<file path="src/rtl/deserializer_aligner.sv">
// deserializer_aligner: serial-to-parallel receiver with comma-based word
// alignment. Hunts for COMMA at any bit offset, locks after LOCK_COUNT commas
// on a consistent word boundary, then emits aligned words. Lock is dropped
// after LOSS_COUNT commas seen off the boundary.
//
// Output strobe: valid_out is high for exactly one cycle when parallel_data
// carries a freshly aligned non-comma word. There is no back-pressure; the
// consumer must take the word in that cycle.
module deserializer_aligner #(
    parameter int               WIDTH      = 8,
    parameter logic [WIDTH-1:0] COMMA      = WIDTH'(8'hBC),
    parameter int               LOCK_COUNT = 4,
    parameter int               LOSS_COUNT = 2
) (
    input  logic             clk,
    input  logic             reset,
    input  logic             data_serial_in,
    output logic [WIDTH-1:0] parallel_data,
    output logic             valid_out,
    output logic             lock_out
);

    localparam int PW = $clog2(WIDTH);
    localparam int CW = $clog2(LOCK_COUNT + 1);
    localparam int MW = $clog2(LOSS_COUNT + 1);

    localparam logic [PW-1:0] PHASE_LAST = PW'(WIDTH - 1);
    localparam logic [CW-1:0] LOCK_MAX   = CW'(LOCK_COUNT);
    localparam logic [MW-1:0] LOSS_MAX   = MW'(LOSS_COUNT);

    typedef enum logic [1:0] {
        HUNT   = 2'd0,
        CHECK  = 2'd1,
        LOCKED = 2'd2
    } state_t;

    state_t           state;
    state_t           state_n;
    logic [WIDTH-1:0] sr;
    logic [PW-1:0]    phase;
    logic [PW-1:0]    phase_n;
    logic [PW-1:0]    phase_inc;
    logic [CW-1:0]    comma_cnt;
    logic [CW-1:0]    comma_cnt_n;
    logic [CW-1:0]    comma_inc;
    logic [MW-1:0]    miss_cnt;
    logic [MW-1:0]    miss_cnt_n;
    logic [MW-1:0]    miss_inc;
    logic [WIDTH-1:0] pdata_n;
    logic             valid_n;
    logic             is_comma;
    logic             boundary;

    assign is_comma  = (sr == COMMA);
    assign boundary  = (phase == '0);
    assign phase_inc = (phase == PHASE_LAST) ? '0 : phase + PW'(1);
    assign comma_inc = comma_cnt + CW'(1);
    assign miss_inc  = miss_cnt + MW'(1);
    assign lock_out  = (state == LOCKED);

    // State register.
    always_ff @(posedge clk) begin
        if (reset) begin
            state <= HUNT;
        end else begin
            state <= state_n;
        end
    end

    // Shift register runs in every state, so alignment can be found at any offset.
    always_ff @(posedge clk) begin
        if (reset) begin
            sr <= '0;
        end else begin
            sr <= {data_serial_in, sr[WIDTH-1:1]};
        end
    end

    // Next-state, counter and output decisions from the registered word and state.
    always_comb begin
        state_n     = state;
        phase_n     = phase;
        comma_cnt_n = comma_cnt;
        miss_cnt_n  = miss_cnt;
        pdata_n     = parallel_data;
        valid_n     = 1'b0;
        case (state)
            HUNT: begin
                pdata_n = COMMA;
                if (is_comma) begin
                    // The comma just completed defines the boundary; the next
                    // aligned word completes WIDTH cycles from now.
                    phase_n     = PW'(1);
                    comma_cnt_n = CW'(1);
                    state_n     = (LOCK_COUNT == 1) ? LOCKED : CHECK;
                end
            end
            CHECK: begin
                pdata_n = COMMA;
                phase_n = phase_inc;
                if (boundary) begin
                    if (is_comma) begin
                        comma_cnt_n = comma_inc;
                        if (comma_inc == LOCK_MAX) begin
                            state_n = LOCKED;
                        end
                    end else begin
                        state_n     = HUNT;
                        comma_cnt_n = '0;
                    end
                end
            end
            LOCKED: begin
                phase_n = phase_inc;
                if (boundary) begin
                    pdata_n = sr;
                    valid_n = !is_comma;
                    if (is_comma) begin
                        miss_cnt_n = '0;
                    end
                end else if (is_comma) begin
                    // A comma off the boundary suggests the link has slipped.
                    miss_cnt_n = miss_inc;
                    if (miss_inc == LOSS_MAX) begin
                        state_n     = HUNT;
                        miss_cnt_n  = '0;
                        comma_cnt_n = '0;
                    end
                end
            end
            default: begin
                state_n = HUNT;
            end
        endcase
    end

    // Datapath and counter registers.
    always_ff @(posedge clk) begin
        if (reset) begin
            phase         <= '0;
            comma_cnt     <= '0;
            miss_cnt      <= '0;
            parallel_data <= '0;
            valid_out     <= 1'b0;
        end else begin
            phase         <= phase_n;
            comma_cnt     <= comma_cnt_n;
            miss_cnt      <= miss_cnt_n;
            parallel_data <= pdata_n;
            valid_out     <= valid_n;
        end
    end

endmodule

</file>
<file path="config.mk">
export PLATFORM = sky130hd
export DESIGN_NAME = deserializer_aligner
export DESIGN_NICKNAME = d
export VERILOG_FILES = /design/src/rtl/deserializer_aligner.sv
export SDC_FILE = /design/constraint.sdc
export NUM_CORES = 1
export LEC_CHECK = 0
export CAP_MARGIN = 20
export CORE_MARGIN = 1
export CORE_UTILIZATION = 55
export CTS_BUF_LIST = sky130_fd_sc_hd__clkbuf_8
export CTS_CLUSTER_SIZE = 24
export DETAILED_ROUTE_END_ITERATION = 7
export DONT_BUFFER_PORTS = 1
export PLACE_DENSITY_LB_ADDON = 0.05
export SLEW_MARGIN = 25
export SYNTH_ARGS = -nofsm -noshare
export SYNTH_HDL_FRONTEND = slang
export SYNTH_SLANG_ARGS = --single-unit
</file>
<file path="constraint.sdc">
create_clock -name clk -period 3 [get_ports clk]
set_input_delay 0.45 -clock clk [delete_from_list [all_inputs] [get_ports clk]]
set_output_delay 0.45 -clock clk [all_outputs]
set_load 0.02 [all_outputs]
</file>
==> results of run 1 <==
cells by family (layout without fill, tap and decap cells):
family	Yosys count	in the layout	synth area share
AOI/OAI and AO/OA	29	29	0.180
xor gates and xnor gates	1	1	0.00711
adders and majority gates	8	8	0.0812
buffers and inverters	11	11	0.0345
DFF	27	27	0.439
muxes	3	3	0.0264
and+or+nand+nor	48	48	0.232
metrics by stage:
stage	total power, uW	instance area [sq um]	utilization	cells
2_1_floorplan	434	1230	-	127
3_3_place_gp	440	1250	0.612	150
3_5_place_dp	442	1250	0.612	150
4_1_cts	636	1290	0.634	154
5_1_grt	658	1290	0.634	154
6_report	632	1290	0.634	154
registers in the layout, indices dropped and copies added, names as in the netlist:
name	flops
comma_cnt	3
valid_out	1
phase	3
state	2
miss_cnt	2
sr	8
parallel_data	8
path summary, 6_finish.rpt:
path	startpoint	end	slack, ns
worst min-delay path	reset	sr[7]	0.24
worst min register to register	miss_cnt[1]	miss_cnt[1]	0.43
worst max-delay path	state[0]	comma_cnt[2]	0.92
worst max register to register	state[0]	comma_cnt[2]	0.92
routing by layer:
metal	vias up	global-route usage	part of all wire
met4	0	0.0980	0.015
li1	471	-	-
met2	24	0.342	0.47
met1	460	0.281	0.48
met3	4	0.0405	0.032
met5	-	0	0
area by class of cell:
| class | count | area, sq um |
|---|---|---|
| clock buffers | 3 | 41.3 |
| clock inverters | 1 | 3.75 |
| fillers | 190 | 747 |
| inverters | 7 | 26.3 |
| multi-input cells | 89 | 649 |
| flip-flops and latches | 27 | 541 |
| well taps | 27 | 33.8 |
cell usage in the layout (no fill, tap or decap), drive strengths merged, types with 3 or more instances in the layout:
cell type	instances
dfxtp	27
nor2b	10
inv	8
ha	8
nor2	6
nand2b	6
nand2	6
a21oi	6
nor4	5
o22a	5
nand4	3
nor3	3
a22o	3
clkbuf	3
power by group through the flow:
stage	combinational [uW]	clock [uW]	sequential, uW
floorplan	43.2	0	390
global placement	48.6	0	392
detailed placement	49.6	0	392
CTS	49.9	202	384
global route	57.1	216	385
finish	50.0	198	383
worst max-delay path: stages (launching register included):
cell	delay, ns
dfxtp_1	0.36
inv_1	0.07
ha_1	0.41
or3b_2	0.54
o31a_1	0.15
o41ai_2	0.34
a21oi_1	0.09
==> flow_summary.yaml, run 1 <==
power:
  power.density_mw_per_mm2: 488
  clkPwrFrac: 0.314
  comb_power_share: 0.079
  switching_power_uw: 151
  peakVddDrop_uv: 405
  seq_power_share: 0.607
  power.internal_uw: 481
  p_leak_uw: 0.000460
  switching_share: 0.239
synth:
  synth_top_cell_by_area: "dfxtp_1"
  post_synth.cell_area_avg_sq_um: 9.70
  postSynth.asyncResetShare: 0
  synth_most_common_cell: "dfxtp_1"
  yosysSeqAreaShare: 0.439
  syn_area_sq_mm: 0.00123
  yosys.area.top_type_share: 0.439
  postSynthCellCount: 127
  synth_edf_count: 0
  synth_ff_type: "dfxtp_1"
  synth_warnings: 0
  netlist_top_cells_area: "dfxtp_1, ha_1, nor2b_1"
  synth_common_cells: "dfxtp_1, nor2b_1, ha_1, inv_1"
  ys_seq_elements: 27
  yosysUniqueCellTypes: 39
  synth_nets: 138
timing:
  relSlewSlack: 0.603
  grt_setup_unrepaired: "false"
  setup_violations: 0
  fin_skew_ns: 0.00125
  fmax_mhz: 480
  finalSetupTns_ns: 0
  fin_ws_ns: 0.918
  period_share: 0.694
  tightest_slew_ns: 0.596
  hold_slack_ns: 0.238
  hold_viol: 0
  slew_viol_final: 0
  post-route-min-period_ns: 2.08
die:
  rows: 16
  die_x_um: 49.3
  start_util: 0.604
  dieArea_sq_mm: 0.00243
  ios: 13
  die_y_um: 49.3
  core_sq_mm: 0.00204
cts:
  cts_buffer_depth: 2
  postCtsHoldBufs: 0
  clkLatencyLatePin_ns: 0.27
  cts_sinks: 27
  post_cts_resized: 0
  cts_tree: "built"
  clk_pin_slew_worst_paths_ns: 0.09
  cts_buffers: 3
  cts-root-buf: "clkbuf_8"
  postCtsSetupBuffers: 0
  cts_max_level: 1
global_route:
  grt_pass1_wl_um: 4000
  grt_usage: 0.216
  grt_pass1_vias: 912
  grt_max_degree: 24
  grt_overflow: 0
  antenna_found_initial: 0
worst_setup_path:
  worstRegToRegCells: 6
  required_ns: 3.16
  cp_max_fo: 12
  cp-start-kind: "flip-flop"
  crit_arrival_ns: 2.24
  critical_path_class: "reg -> reg"
  crit_path_end_kind: "flip-flop"
finish:
  antenna_cells: 0
  drive_gt1_frac: 0.0630
  area.growth.synth_to_final_pct: 5.08
  nets: 139
placement:
  place_ws_ns: 0.928
  gp_congestion: 0.842
  port_buffers: 0
  dp_hpwl_um: 1690
detailed_routing:
  detail_route.vias_per_cell: 6.23
  first_pass_iters: 4
  via_count: 959
  totalWireLength_um: 2370
  detail_route.wl_per_cell_um: 15.4
  drt-initial-drc-count: 30
  drc: 0
  ant_nets: 0
flow_run:
  cap_violations: 0
worst_hold_path:
  hold_path_depth: 1
  min_path_type: "in -> reg"
outcome:
  status: "finished clean"
(Power assumes the default switching activity.)
==> inputs of run 2 (changes only) <==
Clock period 3 ns to 1.9 ns, I/O delays scaled along.
==> run 2 against run 1 <==
Compared with the run above:
- via count up 2.9%
- routed wire length up 11%
- global-route usage up 2.7 points
- clock power up 75%
- total power up 69%
- critical path depth unchanged
- setup slack worse by 0.89 ns
- die area unchanged
- hold slack worse by 0.18 ns
- sequential share of layout area down 4.1 points
- final cell count up 7.8%
- combinational power up 130%
- critical endpoint is now state[1]
- highest routed layer unchanged
==> flow_summary.yaml, run 2 (same netlist as run 1, synthesis figures left out) <==
die:
  die_y_um: 49.3
  ios: 13
  core_sq_mm: 0.00204
  die_x_um: 49.3
  rows: 16
  start_util: 0.604
  dieArea_sq_mm: 0.00243
timing:
  post-route-min-period_ns: 1.87
  slew_viol_final: 0
  setup_violations: 0
  tightest_slew_ns: 0.478
  period_share: 0.984
  fmax_mhz: 535
  hold_viol: 0
  relSlewSlack: 0.682
  fin_skew_ns: 0.00186
detailed_routing:
  detail_route.vias_per_cell: 5.95
  first_pass_iters: 4
  detail_route.wl_per_cell_um: 15.8
  drt-initial-drc-count: 29
  ant_nets: 0
  totalWireLength_um: 2620
  drc: 0
  via_count: 987
cts:
  cts_max_level: 1
  cts_tree: "built"
  cts_buffer_depth: 2
  clk_pin_slew_worst_paths_ns: 0.09
  cts_sinks: 27
  postCtsHoldBufs: 0
  cts_buffers: 3
  cts-root-buf: "clkbuf_8"
  clkLatencyLatePin_ns: 0.28
flow_run:
  cap_violations: 0
global_route:
  grt_overflow: 0
  grt_pass1_vias: 957
  grt_max_degree: 24
  antenna_found_initial: 0
  grt_usage: 0.243
  grt_pass1_wl_um: 4440
power:
  peakVddDrop_uv: 798
  p_leak_uw: 0.000533
  total_power_uw: 1070
  power.density_mw_per_mm2: 738
worst_setup_path:
  cp_max_fo: 4
  crit_path_end_kind: "flip-flop"
  cp-start-kind: "flip-flop"
  crit_arrival_ns: 2.08
  critical_path_class: "reg -> reg"
  required_ns: 2.11
finish:
  utilization: 0.708
  area.growth.synth_to_final_pct: 17.4
  mostFrequentLayoutCells: "dfxtp_1, buf_4, nor2b_1"
  final_common_cell: "dfxtp_1"
  nets: 151
  antenna_cells: 0
  reg_top3: "parallel_data: 8 flops, sr: 8 flops"
  drive_gt1_frac: 0.252
  nFillCells: 168
outcome:
  status: "finished clean"
worst_hold_path:
  min_path_type: "in -> reg"
placement:
  dp_hpwl_um: 1910
  gp_congestion: 0.855
  port_buffers: 0
## run 2: cell count changes in the layout (fill, tap and decap cells not counted), sizes merged
cell  previous run  this run
buf              0        12
## run 2: critical path, cell delays in order, from the launching register on
cell and delay (ns):
dfxtp_2 0.33, inv_1 0.05, ha_1 0.21, nor2b_1 0.18, o21a_2 0.25, or4_4 0.53, a211oi_2 0.23
## run 2: metrics by stage
step                      hold slack, ns  cells  TNS, ns  setup slack (ns)  instance area, sq um
after floorplan                    0.368    127        0            0.0154                  1250
after global placement             0.357    161        0            0.0727                  1350
after detailed placement           0.360    161        0            0.0164                  1350
after CTS                         0.0530    165        0            0.0233                  1400
after global routing              0.0425    166  -0.0358           -0.0358                  1450
final                             0.0604    166        0            0.0309                  1450
## run 2: power breakdown
group	switching, uW	total (uW)	leakage (uW)	internal (uW)
combinational	59.9	115	0.000285	54.8
clock	192	347	0.0000261	154
sequential	23.7	607	0.000221	583
total	276	1070	0.000533	792
## run 2: worst paths after layout
kind | startpoint | endpoint | slack [ns] | cells after the start
hold / removal | reset | sr[0] | 0.06 | 1
setup reg to reg | phase[0] | state[1] | 0.03 | 6
hold reg to reg | miss_cnt[1] | miss_cnt[1] | 0.43 | 2
setup / recovery | phase[0] | state[1] | 0.03 | 6
## run 2: cell type report
cell class / instances / area, sq um / share of cell area
clock inverters: 1 / 8.76 / 0.00606
repair buffers: 12 / 90.1 / 0.0623
multi-input cells: 89 / 702 / 0.485
flip-flops and latches: 27 / 544 / 0.376
clock buffers: 3 / 41.3 / 0.0285
well taps: 27 / 33.8 / 0.0234
inverters: 7 / 26.3 / 0.0182
## run 2: timing repair
action,in CTS,in global routing
setup buffers,0,1
pin swaps,0,0
endpoints found under the setup margin,4,9
gates resized for setup,3,13
## run 2: metal layers
layer | GRT usage | wire length, um | vias up
met4 | 0.103 | 48 | 0
met2 | 0.395 | 1270 | 21
met3 | 0.0561 | 101 | 7
met5 | 0 | 0 | -
li1 | - | - | 496
met1 | 0.306 | 1200 | 463
